`config.mk`:
```
export PLATFORM = sky130hd
export DESIGN_NAME = change_dispenser
export DESIGN_NICKNAME = d
export VERILOG_FILES = /design/src/rtl/ticket_pkg.sv /design/src/rtl/coin_selector.sv /design/src/rtl/change_dispenser.sv
export SDC_FILE = /design/constraint.sdc
export NUM_CORES = 1
export LEC_CHECK = 0
export CAP_MARGIN = 20
export CORE_MARGIN = 1
export CORE_UTILIZATION = 35
export CTS_CLUSTER_DIAMETER = 60
export DETAILED_ROUTE_END_ITERATION = 6
export GPL_ROUTABILITY_DRIVEN = 1
export PLACE_DENSITY = 0.6
export SYNTH_ARGS = -nofsm -noshare
export SYNTH_HDL_FRONTEND = slang
export SYNTH_HIERARCHICAL = 1
export SYNTH_SLANG_ARGS = --single-unit
```
`constraint.sdc`:
```
create_clock -name clk -period 2.05 [get_ports clk]
set_input_delay 0.205 -clock clk [delete_from_list [all_inputs] [get_ports clk]]
set_output_delay 0.205 -clock clk [all_outputs]
set_load 0.01 [all_outputs]
```
`src/rtl/ticket_pkg.sv`:
```
// Shared encodings for the ticket machine's change path: FSM states,
// coin denominations in hopper bit order [50,20,10,5,1], and datapath widths.
package ticket_pkg;

    localparam int AMT_W   = 7;
    localparam int DENOM_N = 5;

    localparam int IDX_50 = 4;
    localparam int IDX_20 = 3;
    localparam int IDX_10 = 2;
    localparam int IDX_5  = 1;
    localparam int IDX_1  = 0;

    localparam logic [AMT_W-1:0] DENOM_50 = 7'd50;
    localparam logic [AMT_W-1:0] DENOM_20 = 7'd20;
    localparam logic [AMT_W-1:0] DENOM_10 = 7'd10;
    localparam logic [AMT_W-1:0] DENOM_5  = 7'd5;
    localparam logic [AMT_W-1:0] DENOM_1  = 7'd1;

    typedef enum logic [4:0] {
        ST_IDLE     = 5'b00001,
        ST_SELECT   = 5'b00010,
        ST_WAIT_ACK = 5'b00100,
        ST_DONE     = 5'b01000,
        ST_FAULT    = 5'b10000
    } state_t;

    // Value of a one-hot coin selection; an all-zero selection is worth 0.
    function automatic logic [AMT_W-1:0] denom_value(input logic [DENOM_N-1:0] sel);
        return ({AMT_W{sel[IDX_50]}} & DENOM_50) |
               ({AMT_W{sel[IDX_20]}} & DENOM_20) |
               ({AMT_W{sel[IDX_10]}} & DENOM_10) |
               ({AMT_W{sel[IDX_5]}}  & DENOM_5)  |
               ({AMT_W{sel[IDX_1]}}  & DENOM_1);
    endfunction

endpackage

```
`src/rtl/coin_selector.sv`:
```
// Greedy coin picker: largest denomination that fits in the amount owed and
// whose tube still holds coins. Purely combinational.
module coin_selector
    import ticket_pkg::*;
(
    input  logic [AMT_W-1:0]   owed,
    input  logic [DENOM_N-1:0] hopper_empty,
    output logic [DENOM_N-1:0] coin_sel,
    output logic               none_eligible
);

    always_comb begin
        coin_sel = '0;
        if (!hopper_empty[IDX_50] && owed >= DENOM_50) begin
            coin_sel[IDX_50] = 1'b1;
        end else if (!hopper_empty[IDX_20] && owed >= DENOM_20) begin
            coin_sel[IDX_20] = 1'b1;
        end else if (!hopper_empty[IDX_10] && owed >= DENOM_10) begin
            coin_sel[IDX_10] = 1'b1;
        end else if (!hopper_empty[IDX_5] && owed >= DENOM_5) begin
            coin_sel[IDX_5] = 1'b1;
        end else if (!hopper_empty[IDX_1] && owed >= DENOM_1) begin
            coin_sel[IDX_1] = 1'b1;
        end
        none_eligible = (coin_sel == '0);
    end

endmodule

```
`src/rtl/change_dispenser.sv`:
```
// Dispenses change one coin at a time through the hopper, tracking what is
// still owed and raising a fault on an unpayable remainder or a silent hopper.
module change_dispenser
    import ticket_pkg::*;
#(
    parameter int ACK_TIMEOUT = 15,
    parameter int CNT_W       = 3
) (
    input  logic               clk,
    input  logic               reset,
    input  logic               disp_valid,
    input  logic [AMT_W-1:0]   disp_amt,
    input  logic [DENOM_N-1:0] hopper_empty,
    input  logic               coin_ack,
    input  logic               fault_clr,
    output logic               disp_ready,
    output logic               coin_req,
    output logic [DENOM_N-1:0] coin_sel,
    output logic [AMT_W-1:0]   owed,
    output logic [CNT_W-1:0]   coin_count,
    output logic               done,
    output logic               fault,
    output logic [4:0]         state
);

    localparam int TMR_W = $clog2(ACK_TIMEOUT + 1);

    state_t             state_q;
    logic [TMR_W-1:0]   ack_timer;
    logic [DENOM_N-1:0] pick;
    logic               none_eligible;

    coin_selector u_coin_selector (
        .owed          (owed),
        .hopper_empty  (hopper_empty),
        .coin_sel      (pick),
        .none_eligible (none_eligible)
    );

    assign state = state_q;

    // Every output is set on the transition into the state that owns it,
    // so all outputs come straight from flops.
    always_ff @(posedge clk or posedge reset) begin
        if (reset) begin
            state_q    <= ST_IDLE;
            disp_ready <= 1'b1;
            coin_req   <= 1'b0;
            coin_sel   <= '0;
            owed       <= '0;
            coin_count <= '0;
            done       <= 1'b0;
            fault      <= 1'b0;
            ack_timer  <= '0;
        end else begin
            done <= 1'b0;
            case (state_q)
                ST_IDLE: begin
                    if (disp_valid) begin
                        owed       <= disp_amt;
                        coin_count <= '0;
                        disp_ready <= 1'b0;
                        if (disp_amt == '0) begin
                            done    <= 1'b1;
                            state_q <= ST_DONE;
                        end else begin
                            state_q <= ST_SELECT;
                        end
                    end
                end
                ST_SELECT: begin
                    if (owed == '0) begin
                        coin_sel <= '0;
                        done     <= 1'b1;
                        state_q  <= ST_DONE;
                    end else if (none_eligible) begin
                        coin_sel <= '0;
                        fault    <= 1'b1;
                        state_q  <= ST_FAULT;
                    end else begin
                        coin_sel <= pick;
                        coin_req <= 1'b1;
                        state_q  <= ST_WAIT_ACK;
                    end
                end
                // An ack arriving on the timeout cycle still counts as a coin.
                ST_WAIT_ACK: begin
                    if (coin_ack) begin
                        owed       <= owed - denom_value(coin_sel);
                        coin_count <= coin_count + 1'b1;
                        ack_timer  <= '0;
                        coin_req   <= 1'b0;
                        state_q    <= ST_SELECT;
                    end else if (ack_timer == TMR_W'(ACK_TIMEOUT - 1)) begin
                        ack_timer <= ack_timer + 1'b1;
                        coin_req  <= 1'b0;
                        fault     <= 1'b1;
                        state_q   <= ST_FAULT;
                    end else begin
                        ack_timer <= ack_timer + 1'b1;
                    end
                end
                ST_DONE: begin
                    disp_ready <= 1'b1;
                    state_q    <= ST_IDLE;
                end
                ST_FAULT: begin
                    if (fault_clr) begin
                        owed       <= '0;
                        fault      <= 1'b0;
                        ack_timer  <= '0;
                        disp_ready <= 1'b1;
                        state_q    <= ST_IDLE;
                    end
                end
                default: begin
                    coin_req   <= 1'b0;
                    fault      <= 1'b0;
                    disp_ready <= 1'b1;
                    state_q    <= ST_IDLE;
                end
            endcase
        end
    end

endmodule

```
* Word-level counts from Yosys, hierarchy flattened
Cells that the tools add are included.
Widths: inputs -> output; s select.
** Storage, ports and cells
- Register bits after elaboration :: 28
- Output and inout bits :: 24
** Cells by class
- Add/sub/neg operators :: 3
- $lt $le $gt $ge :: 5
- Eq/ne operators :: 15
- Muxes and demuxes :: 47
- Bitwise logic cells :: 7
- Reductions and logical operators :: 26
** Operator list (number)
- $mux 5 :: 8
- $mux 7 :: 3
- $pmux 7 s3 :: 1
- $mux 1 :: 20
- $pmux 5 s4 :: 1
- $mux 4 :: 4
- $ne 2x2->1 const B :: 8
- $logic_not 7->1 :: 2
- $mux 3 :: 3
- $reduce_and 3->1 :: 3
- $pmux 4 s2 :: 1
- $reduce_and 4->1 :: 2
- $ge 7x1->1 const B :: 1
- $ge 7x3->1 const B :: 1
- $ge 7x4->1 const B :: 1
- $ge 7x5->1 const B :: 1
- $ge 7x6->1 const B :: 1
- $sub 7x6->7 :: 1
- $or 6x1->6 :: 1
- $or 6x3->6 :: 1
- $or 6x4->6 :: 1
- $or 6x5->6 :: 1
- $pmux 1 s3 :: 2
- $pmux 3 s2 :: 1
- other kinds (22) :: 34

* Logic depth before layout (Yosys ltp)
- Depth after elaboration :: 11
- Depth in mapped cells :: 9
- Depth with buffers taken out :: 9

* Hierarchy
Netlist, hierarchy kept.
** By module, submodules not included
- change_dispenser :: times used 1, cells an instance 196, area an instance 1806.7 sq um, seq. area each 703.2 sq um
- coin_selector :: times used 1, cells an instance 20, area an instance 133.9 sq um, seq. area each 0.0 sq um

* Worst setup path before layout
Ideal clock, no wire load.
- Kind :: register to register
- Start :: register coin_sel[0]
- End :: register owed[6]
- Setup time :: 0.121 ns
- Data arrival time :: 1.906 ns
- Required time :: 1.929 ns
- Path slack :: 0.023 ns
- Stages on the path, launching flop included :: 9
- Period minus slack after synthesis :: 2.027 ns
- Cells stage by stage :: dfrtp_1 > or2_2 > ha_1 > fa_1 > nor2b_1 > o2111ai_1 > nand2_1 > o31ai_1 > a22o_1
** Between the ends
- Word-level cells in the longest chain between the ends :: 4
** Ends and longest elaborated chain
- start: declaration :: RTL line change_dispenser.sv:18 : output logic [DENOM_N-1:0] coin_sel,
- start signal: assignment :: RTL line change_dispenser.sv:81 : coin_sel <= pick;
- $or 6x1->6 :: RTL line ticket_pkg.sv:33 : ({AMT_W{sel[IDX_5]}} & DENOM_5) |
- $sub 7x6->7 :: RTL line change_dispenser.sv:89 : owed <= owed - denom_value(coin_sel);
- $mux 7 :: RTL line change_dispenser.sv:88 : if (coin_ack) begin
- $pmux 7 s3 :: RTL line change_dispenser.sv:57 : case (state_q)
- end signal: assignment :: RTL line change_dispenser.sv:60 : owed <= disp_amt;
- end signal: assignment :: RTL line change_dispenser.sv:89
- end: declaration :: RTL line change_dispenser.sv:19 : output logic [AMT_W-1:0] owed,
No other way between the ends. The select of a mux whose other input is x is not followed.
A chain may end at the register's enable or synchronous reset.

* Worst setup path after layout
- Start :: register coin_sel[0]
- End :: register owed[4]
The elaborated chain is that of the path after synthesis.

==> metrics.yaml <==
synth_cells: 216
num_antenna_cells: 0
ant_nets: 0
yosysTopAreaCell: "dfrtp_1"
ys_ff_latch: 28
synth.most_common_cell: "dfrtp_1"
tightest_slew_ns: 0.5654
synth_area_leaders: "dfrtp_1, ha_1, a21oi_1"
drv_cap: 0
cts_max_level: 1
path_class: "reg -> reg"
portBuffers: 40
postRouteWirelength_um: 5137
boundaryPins: 41
crit_required_ns: 2.20
slew_headroom_pct: 62.27
drt-vias-per-instance: 5.288
nNetsFinal: 309
regToRegStartpoint: "coin_sel[0]$_DFFE_PP0N_"
syn_nets: 243
die_w_um: 76.46
reg2regPathDepth: 8
clock.fmax_mhz: 503.0
synthToLayoutAreaGrowth_pct: 39.01
ys_types: 51
synth_area_um2: 1941
period_needed_ns: 1.988
synth-warning-count: 6
synth_area_per_cell_um2: 8.984
cp_data_arrival_time_ns: 2.13
clk_pin_slew_ns: 0.09
synth_commonest_cells: "dfrtp_1, a21oi_1, nand2_1, nor2_1, inv_1"
start_util_pct: 37.05
synth_top_area_share_pct: 33.53
clkLatencyLatePin_ns: 0.27
rsz0062_at_grt: "yes"
grt_pass1_vias: 1747
antenna_found_initial: 0
outcome: "completed"
grt_pass1_wl_um: 8514
ys.flop_type: "dfrtp_1"
p_leak_nw: 1.156
die_area_um2: 5846
overflow: 0
drt-wirelength-per-cell_um: 14.64
firstDrtPassIters: 4
dp_hpwl_um: 4065
finalClockSkew_ns: 0.002559
hold_class: "in -> async"
power.density_nw_per_um2: 1423
drc: 0
setup-tns-final_ns: 0
final-setup-viol-count: 0
synth_edf_count: 0
fin_crit_sh_pct: 96.98
whs_ns: 0.2778
critPathMaxFanout: 2
yosysSeqAreaShare_pct: 36.23
cts-buffers-inserted: 3
vdd_drop_max_uv: 802.3
cts_tree: "built"
drive_gt1_share_pct: 22.06
grt_max_degree: 17
clock-sinks: 28
clock_path_buffers: 2
die_y_um: 76.46
endpoint_kind: "flop"
hold_buffers: 0
grtUsageTotal_pct: 18.15
crit_start: "coin_sel[0]$_DFFE_PP0N_"
synthArstFlopShare_pct: 100.0
rows: 26
core_um2: 5238
drtIter0Drc: 137
vias: 1856
critPathLaunchType: "flop"
drv_slew: 0
final_hold_viol_count: 0
gp_congestion: 0.8625
ctsRootBufferMaster: "clkbuf_8"
==> path summary, 6_finish.rpt <==
| path | to | slack, ns |
|---|---|---|
| worst max-delay path | owed[4]$_DFFE_PP0P_ | 0.06 |
| worst min-delay path | done$_DFF_PP0_ | 0.28 |
| worst max register to register | owed[4]$_DFFE_PP0P_ | 0.06 |
| worst min register to register | ack_timer[3]$_DFFE_PP0P_ | 0.49 |
| max in group asynchronous | owed[3]$_DFFE_PP0P_ | 1.28 |
| min in group clk | ack_timer[3]$_DFFE_PP0P_ | 0.49 |
==> state kept, by name (all words and copies together) (netlist names), 3 cells and up <==
name        flops
owed            7
coin_sel        5
ack_timer       4
coin_count      3
state           5
==> layout by cell type (no fill, tap or decap), drive strengths merged, types with 9 or more instances in the layout <==
master / instances
a21oi: 20
buf: 28
clkdlybuf4s50: 40
dfrtp: 26
ha: 9
inv: 13
nand2: 19
nor2: 20
nor3: 10
o21ai: 12
==> timing repair <==
item	4_1_cts	5_1_grt
endpoints found under the hold margin	0	0
buffers inserted	0	0
gates resized for setup	2	13
endpoints found under the setup margin	2	10
pin swaps	0	6
gates cloned	0	0
==> cells by family (layout without fill, tap and decap cells) <==
| group | after synthesis | in the layout | synth area share [%] |
|---|---|---|---|
| flip-flops | 28 | 28 | 36.23 |
| XOR/XNOR | 6 | 6 | 2.708 |
| buffers and inverters | 20 | 85 | 5.673 |
| AND/OR/NAND/NOR | 87 | 87 | 26.95 |
| AO/OA/AOI/OAI | 64 | 64 | 21.02 |
| multiplexers | 1 | 1 | 0.5802 |
| adder cells (fa/ha/maj) | 10 | 10 | 6.834 |
==> through the flow <==
stage	power [mW]	worst slack [ns]	utilization (%)	instances	area [um2]
floorplan	2.455	0.02326	-	216	1941
global route	4.150	-0.01775	51.51	351	2698
global placement	3.334	-0.07880	49.45	347	2590
finish	3.838	0.06195	51.51	351	2698
CTS	3.722	0.004402	50.50	351	2645
detailed placement	3.363	-0.1140	49.45	347	2590
==> where the power goes <==
group	total (mW)	switching [mW]	leakage [nW]	internal, mW
registers	0.999	0.250	0.351	0.749
logic	2.53	1.26	0.783	1.27
clock network	0.311	0.172	0.0228	0.140
==> layer usage <==
layer | vias to the layer above | track usage [%] | share of wire (%)
met5 | - | 0 | 0
met4 | 0 | 3.269 | 0.49
met3 | 2 | 2.994 | 5.5
met2 | 53 | 28.83 | 45
met1 | 877 | 25.99 | 49
li1 | 924 | - | -
==> cell type report <==
class	instances	area, um2
fill	506	2540
multi-input combinational	168	1187
sequential	28	705.7
timing repair buffer	68	623.1
tap	70	87.58
inverter	13	48.80
clock buffer	4	45.04
==> worst max-delay path: stages, from the launching register on <==
cell and delay, ns:
dfrtp_1 0.39, or2_4 0.26, ha_4 0.16, fa_2 0.41, nor2b_4 0.13, o22ai_2 0.09
xnor2_1 0.14, a22oi_1 0.18, a21oi_1 0.09
Power figures use the tool's default switching activity.
